`src/rtl/pc_fetch_unit.sv`:
```
// pc_fetch_unit
//   PC register and instruction-fetch sequencer. Holds CurrentPC, fetches the word at
//   CurrentPC over a valid/ready request / valid-only response memory interface, and
//   presents the registered instruction downstream. On downstream accept, CurrentPC
//   loads NextPC; a misaligned NextPC parks the unit in a sticky fault state.
//
// Ports
//   CLK           in   clock, rising edge
//   resetl        in   asynchronous active-low reset
//   NextPC        in   next PC from next-PC logic, sampled only on accept
//   CurrentPC     out  architectural PC
//   IMemReqValid  out  fetch request valid (registered)
//   IMemReqAddr   out  fetch address, equals CurrentPC
//   IMemReqReady  in   memory accepts the request
//   IMemRespValid in   response data valid (single-cycle pulse)
//   IMemRespData  in   fetched instruction word
//   Instruction   out  registered instruction for decode
//   InstrValid    out  Instruction holds valid data
//   InstrAccept   in   downstream consumes Instruction this cycle
//   PCFault       out  sticky misaligned-PC flag
//   InstrCount    out  accepted-instruction counter, wraps at 2^32

module pc_fetch_unit #(
  parameter int unsigned           PC_WIDTH    = 64,
  parameter int unsigned           INSTR_WIDTH = 32,
  parameter logic [PC_WIDTH-1:0]   RESET_PC    = '0
) (
  input  logic                   CLK,
  input  logic                   resetl,
  input  logic [PC_WIDTH-1:0]    NextPC,
  output logic [PC_WIDTH-1:0]    CurrentPC,
  output logic                   IMemReqValid,
  output logic [PC_WIDTH-1:0]    IMemReqAddr,
  input  logic                   IMemReqReady,
  input  logic                   IMemRespValid,
  input  logic [INSTR_WIDTH-1:0] IMemRespData,
  output logic [INSTR_WIDTH-1:0] Instruction,
  output logic                   InstrValid,
  input  logic                   InstrAccept,
  output logic                   PCFault,
  output logic [31:0]            InstrCount
);

  typedef enum logic [1:0] {StReq, StWait, StHold, StFault} state_e;

  state_e                  state_q, state_d;
  logic [PC_WIDTH-1:0]     pc_q;
  logic                    req_valid_q;
  logic [INSTR_WIDTH-1:0]  instr_q;
  logic                    instr_valid_q;
  logic                    fault_q;
  logic [31:0]             count_q;

  logic accept;
  logic resp_take;
  logic misaligned;

  assign accept     = (state_q == StHold) && InstrAccept;
  assign resp_take  = (state_q == StWait) && IMemRespValid;
  assign misaligned = (NextPC[1:0] != 2'b00);

  // State register
  always_ff @(posedge CLK or negedge resetl) begin
    if (!resetl) begin
      state_q <= StReq;
    end else begin
      state_q <= state_d;
    end
  end

  // Next-state logic. The handshake only counts once the registered valid is up, so
  // IMemReqReady in the first cycle after reset is ignored.
  always_comb begin
    state_d = state_q;
    unique case (state_q)
      StReq:   if (req_valid_q && IMemReqReady) state_d = StWait;
      StWait:  if (IMemRespValid)               state_d = StHold;
      StHold:  if (InstrAccept)                 state_d = misaligned ? StFault : StReq;
      StFault: state_d = StFault;
      default: state_d = StReq;
    endcase
  end

  // Datapath registers
  always_ff @(posedge CLK or negedge resetl) begin
    if (!resetl) begin
      pc_q          <= RESET_PC;
      req_valid_q   <= 1'b0;
      instr_q       <= '0;
      instr_valid_q <= 1'b0;
      fault_q       <= 1'b0;
      count_q       <= '0;
    end else begin
      // Valid is registered: high in every cycle the FSM sits in REQ, which also
      // raises it the cycle right after an accept.
      req_valid_q <= (state_d == StReq);
      if (resp_take) begin
        instr_q       <= IMemRespData;
        instr_valid_q <= 1'b1;
      end
      if (accept) begin
        instr_valid_q <= 1'b0;
        count_q       <= count_q + 32'd1;
        pc_q          <= NextPC;
        if (misaligned) begin
          fault_q <= 1'b1;
        end
      end
    end
  end

  // Outputs
  always_comb begin
    CurrentPC    = pc_q;
    IMemReqValid = req_valid_q;
    IMemReqAddr  = pc_q;
    Instruction  = instr_q;
    InstrValid   = instr_valid_q;
    PCFault      = fault_q;
    InstrCount   = count_q;
  end

endmodule
```
`config.mk`:
```
export PLATFORM = sky130hd
export DESIGN_NAME = pc_fetch_unit
export DESIGN_NICKNAME = d
export VERILOG_FILES = /design/src/rtl/pc_fetch_unit.sv
export SDC_FILE = /design/constraint.sdc
export NUM_CORES = 1
export LEC_CHECK = 0
export BUFFER_PORTS_ARGS = -buffer_cell sky130_fd_sc_hd__buf_2
export CORE_UTILIZATION = 45
export DETAILED_ROUTE_END_ITERATION = 6
export GPL_TIMING_DRIVEN = 0
export PLACE_DENSITY = 0.79
export SLEW_MARGIN = 20
export SYNTH_ARGS = -nofsm -noshare
export SYNTH_HDL_FRONTEND = slang
export SYNTH_SLANG_ARGS = --single-unit
```
`constraint.sdc`:
```
create_clock -name CLK -period 3.3 [get_ports CLK]
set_input_delay 0.495 -clock CLK [delete_from_list [all_inputs] [get_ports CLK]]
set_output_delay 0.495 -clock CLK [all_outputs]
set_load 0.03 [all_outputs]
```
==> results of run 1 <==
[per-layer routing]
layer	up-vias	wire length, um	track usage [%]
met3	12	1047	7.222
met5	-	0	0
met1	2351	5834	26.58
met2	192	8014	43.19
met4	0	143	6.580
li1	2329	-	-
[state kept, by name, indices dropped and copies added (netlist names)]
signal / cells
CurrentPC: 64
IMemReqValid: 1
InstrCount: 32
InstrValid: 1
Instruction: 32
PCFault: 1
state_q: 2
[layout make-up]
| type | count | area (um^2) |
|---|---|---|
| Clock inverter | 8 | 120.1 |
| Buffer | 83 | 561.8 |
| Multi-Input combinational cell | 332 | 1831 |
| Tap cell | 168 | 210.2 |
| Fill cell | 1004 | 4141 |
| Sequential cell | 133 | 3328 |
| Inverter | 1 | 3.754 |
| Timing Repair Buffer | 296 | 1514 |
| Clock buffer | 24 | 501.7 |
[cells by family (layout without fill, tap and decap cells)]
logic type,after synthesis,in the layout,share of synthesized area [%]
flops,133,133,58.14
buf+inv,84,412,9.880
compound gates,5,5,0.5683
xor+xnor,31,31,4.743
simple gates,263,263,20.15
mux,32,32,6.295
fa+ha+maj,1,1,0.2185
[where the power goes]
| group | internal [mW] | total (mW) | switching [mW] |
|---|---|---|---|
| Clock | 1.28 | 1.95 | 0.664 |
| Sequential | 2.24 | 2.71 | 0.468 |
| Combinational | 1.49 | 4.38 | 2.90 |
| Total | 5.01 | 9.04 | 4.03 |
[how the worst max path moves through the flow]
stage                              start                     endpoint  slack, ns  cells past startpoint
4_1_cts        InstrCount[1]$_DFFE_PN0P_   InstrCount[24]$_DFFE_PN0P_       1.38                      5
6_report       InstrCount[1]$_DFFE_PN0P_   InstrCount[24]$_DFFE_PN0P_       1.37                      5
3_5_place_dp                 InstrAccept   InstrCount[24]$_DFFE_PN0P_       1.42                      5
2_1_floorplan  InstrCount[0]$_DFFE_PN0P_   InstrCount[20]$_DFFE_PN0P_       1.50                      5
3_3_place_gp                      resetl  Instruction[28]$_DFFE_PN0P_      -0.02                      1
5_1_grt        InstrCount[1]$_DFFE_PN0P_   InstrCount[24]$_DFFE_PN0P_       1.17                      5
[layout by cell type (no fill, tap or decap), types with 2 or more instances in the layout]
cell type / synthesis / layout
nand2_1: 211 / 211
nor3_1: 3 / 3
nand4_2: 2 / 2
buf_4: 64 / 64
xor2_1: 5 / 5
clkinvlp_4: 0 / 2
nor2_1: 8 / 8
xnor2_1: 26 / 26
buf_2: 8 / 302
clkbuf_1: 10 / 12
and4_1: 3 / 3
clkinv_2: 0 / 3
nand3_1: 10 / 10
nand3b_1: 2 / 2
nand4_1: 14 / 14
mux2_2: 32 / 32
clkbuf_16: 0 / 17
nor4_4: 2 / 2
dfrtp_1: 133 / 133
bufinv_16: 0 / 3
and3_1: 3 / 3
clkbuf_8: 0 / 5
[per-stage QoR]
step                      std cells  utilization, %
after global placement         1012           60.69
final                          1045           66.09
after global routing           1045           66.09
after detailed placement       1013           60.99
after floorplan                 549               -
after CTS                      1045           66.09
==> out/metrics.csv, run 1 <==
metric;value;unit
rows;40;
cts_resized;0;
cp-start-kind;register;
port_buffers;295;
hold_viol_final;0;
rsz0062_at_grt;no;
tritoncts;yes;
ys_warn_count;0;
die_y;114.8;um
yosysSeqAreaShare;58.14;%
cts_buffers;17;
max_slew.worst_pin.slew;0.6181;ns
dieArea;13180;um^2
clk_latency;0.42;ns
synth.avg_cell_area;10.43;um^2
yosysTopAreaCell;dfrtp_1;
drtPass1Iterations;4;
ys_types;30;
post-place-ws;1.424;ns
hold_path.class;in -> async;
final_cell_area;8070;um^2
arrival;2.25;ns
nets;966;
synth.area.top_cells;dfrtp_1 (58%), nand2_1 (14%), buf_4 (8.4%), mux2_2 (6.3%), xnor2_1 (4.0%);
drt-initial-drc-count;215;
worst-r2r-cell-count;5;
fin_hold_ws;0.004101;ns
r2r-end;InstrCount[24]$_DFFE_PN0P_;
crit_top_cell;nand3_1;
slew_headroom;58.49;%
synth_nets;651;
final_max_slew_viol_count;0;
syn_inst;549;
wl_per_cell;14.39;um
vias;4884;
cp_cell_sequence;ha_1 > nand3_1 > nor4_4 > nand3_1 > xnor2_1;
max_freq;517.9;MHz
post-route-min-period;1.931;ns
drive_gt1_share;49.83;%
cts.clk_slew.worst_paths;0.06;ns
synthFlopType;dfrtp_1;
critPathBufInv;0;
areaGrowthSynthToFinish;40.98;%
ir_worst_vdd;0.6701;mV
slowest_delay;0.62;ns
synth-async-reset-ratio;100.0;%
finalPower;9.038;mW
diodes;0;
power_density;1120;nW/um^2
finalSetupViolCount;0;
worstSetupEndpointType;register;
path_class;reg -> reg;
grt_pass1_wl;23.43;mm
grt_pass1_vias;4779;
ys_ff_latch;133;
fin_crit_sh;58.51;%
clock_skew;0.005178;ns
yosysTopAreaCellShare;58.14;%
die_w;114.8;um
start_util;46.88;%
cp_top_family;simple AND/OR/NAND/NOR gates;
drt_drc_violations_left;0;
fin_setup_tns;0;ns
status;finished, final reports clean;
grt.total_usage;23.60;%
cp_max_fo;10;
ioPinCount;296;
reg2reg_from;InstrCount[1]$_DFFE_PN0P_;
wirelength;15.04;mm
core_area;12210;um^2
ant_nets;0;
setup_slack;1.369;ns
slowest_stage;nor4_4;
synth.most_common_cell;nand2_1;
synth_enable_flop_cells;0;
grt_max_degree;72;
syn_area;5724;um^2
cts_num_sinks;133;
cts_setup_buffers;0;
dp_hpwl;11.24;mm
cts_hold_buf;0;
required;3.62;ns
globalplace.congestion;0.8112;
drv_cap;0;
netlist_top_cells_count;nand2_1 (211), dfrtp_1 (133), buf_4 (64);
cts_root_buffer;clkbuf_16;
reg2reg_slack;1.37;ns
antenna_found_initial;0;
ctsHtreeMaxLevel;4;
overflow;0;
cts_max_path_buffers;2;
p_leak;4.612;nW
dpl_cell_area;7448;um^2
vias_per_cell;4.674;
Power figures use the tool's default switching activity.
==> inputs of run 2 (changes only) <==
ABC_AREA = 1   (was default)
PLACE_DENSITY = 0.77   (was 0.79)
clock period = 1.8 ns   (was 3.3 ns; I/O delays follow)
==> out/metrics.csv, run 2 <==
metric;value;unit
synth-async-reset-ratio;100.0;%
synth_nets;759;
synth.avg_cell_area;9.316;um^2
cts_root_buffer;clkbuf_16;
dp_hpwl;12.43;mm
grt_pass1_wl;25.74;mm
vias;5366;
path_class;reg -> reg;
drive_gt1_share;46.15;%
drtPass1Iterations;5;
hold_path.class;in -> reg;
dieArea;14070;um^2
largest_reg_flops;64;
cts_max_path_buffers;2;
drt-initial-drc-count;262;
rsz0062_at_grt;no;
arrival;1.94;ns
power_density;1917;nW/um^2
ant_nets;0;
ys_ff_latch;133;
port_buffers;295;
cp-start-kind;register;
globalplace.congestion;0.8592;
ctsHtreeMaxLevel;4;
drt_drc_violations_left;0;
ir_worst_vdd;1.012;mV
ys_warn_count;0;
cts_resized;0;
synth_enable_flop_cells;0;
synth.area.top_cells;dfrtp_1 (54%), nand2_1 (16%), buf_4 (8.1%), mux2_2 (5.9%), inv_1 (1.8%);
cts_hold_buf;1;
wirelength;16.24;mm
syn_inst;657;
cts.clk_slew.worst_paths;0.06;ns
ioPinCount;296;
post-route-min-period;1.642;ns
ys_types;31;
final_common_cell;buf_2;
max_slew.worst_pin.slew;0.4920;ns
cp_max_fo;5;
grt_max_degree;88;
die_y;118.6;um
wl_per_cell;13.96;um
yosysTopAreaCell;dfrtp_1;
final_max_slew_viol_count;0;
grt.total_usage;23.95;%
nets;1075;
synthFlopType;dfrtp_1;
worstSetupEndpointType;register;
final_core_util;63.57;%
required;2.10;ns
grt_pass1_vias;5055;
drv_cap;0;
start_util;46.22;%
cts_buffers;17;
die_w;118.6;um
cts_setup_buffers;0;
rows;42;
antenna_found_initial;2;
n_fill_cell;1105;
seq_area;3328;um^2
status;finished, final reports clean;
areaGrowthSynthToFinish;37.53;%
core_area;13240;um^2
clk_latency;0.42;ns
placed_cells;1129;
clock_skew;0.004581;ns
finalPower;16.14;mW
tritoncts;yes;
netlist_top_cells_count;nand2_1 (266), dfrtp_1 (133), buf_4 (66);
vias_per_cell;4.610;
slew_headroom;67.20;%
max_freq;609.1;MHz
yosysTopAreaCellShare;54.37;%
layout_common_cells;buf_2 (306), nand2_1 (266), dfrtp_1 (133);
hold_viol_final;0;
fin_crit_sh;91.21;%
finalSetupViolCount;0;
yosysSeqAreaShare;54.37;%
multiInputGateArea;2095;um^2
overflow;0;
cts_num_sinks;133;
synth.most_common_cell;nand2_1;
syn_area;6121;um^2
p_leak;4.780;nW
fin_cells;1164;
## run 2: changes by cell type in the layout (fill, tap and decap cells not counted), moves of 5 or more
cell	before	now
nor2_4	0	5
nand3_1	10	17
xnor2_1	26	11
inv_1	1	30
nor2_1	8	29
nand2_1	211	266
## run 2: layout make-up
type,instances,area share (%)
Tap cell,176,2.616
Antenna cell,2,0.05945
Sequential cell,133,39.54
Timing Repair Buffer,297,18.10
Buffer,82,6.867
Clock buffer,24,5.603
Clock inverter,8,0.9067
Multi-Input combinational cell,410,24.88
Inverter,32,1.427
## run 2: cell families after synthesis
| family | Yosys count | synth area share, % |
|---|---|---|
| muxes | 32 | 5.887 |
| DFF | 133 | 54.37 |
| xor gates and xnor gates | 20 | 2.862 |
| and+or+nand+nor | 351 | 24.65 |
| adders and majority gates | 1 | 0.2044 |
| AOI/OAI and AO/OA | 6 | 0.6133 |
| buffers and inverters | 114 | 11.41 |
## run 2: final timing paths
kind	start	to	slack [ns]	cells past startpoint
min reg2reg	PCFault$_DFFE_PN0P_	PCFault$_DFFE_PN0P_	0.47	2
min	NextPC[62]	CurrentPC[62]$_DFFE_PN0P_	0.04	3
max in group asynchronous	resetl	CurrentPC[12]$_DFFE_PN0P_	0.72	3
min in group asynchronous	resetl	InstrCount[24]$_DFFE_PN0P_	0.34	2
max	InstrCount[1]$_DFFE_PN0P_	InstrCount[30]$_DFFE_PN0P_	0.16	8
max reg2reg	InstrCount[1]$_DFFE_PN0P_	InstrCount[30]$_DFFE_PN0P_	0.16	8
## run 2: worst max-delay path, cell delays in order, from the launching register on
cell and delay, ns:
dfrtp_1 0.47, ha_1 0.24, nand3_2 0.12, nor2_2 0.17, nand2_2 0.12, nor2_4 0.17, nand3_1 0.10, nand2_1 0.09
nand2_1 0.06
## run 2: where the power goes
part | internal [mW] | leakage (nW) | switching (mW) | total, mW
sequential | 4.09 | 1.67 | 0.873 | 4.96
clock | 1.96 | 0.260 | 1.25 | 3.21
combinational | 2.71 | 2.85 | 5.25 | 7.97
total | 8.77 | 4.78 | 7.37 | 16.1
## run 2: stage by stage
stage	instance area (um^2)	worst slack, ns	TNS [ns]	hold slack, ns
floorplan	6121	0.1843	0	-0.02559
global placement	7818	-1.382	-182.97	0.4519
detailed placement	7855	0.1744	0	0.1970
CTS	8413	0.1642	0	0.02716
global route	8418	0.02102	0	0.03634
finish	8418	0.1582	0	0.04326
## run 2: layer usage
layer	GRT usage, %	vias to the layer above	share of wire [%]	routed length [um]
met5	0	-	0	0
met4	8.861	0	1.6	256
met3	6.371	20	6.3	1029
met2	41.70	196	52	8431
met1	28.22	2519	40	6526
li1	-	2631	-	-
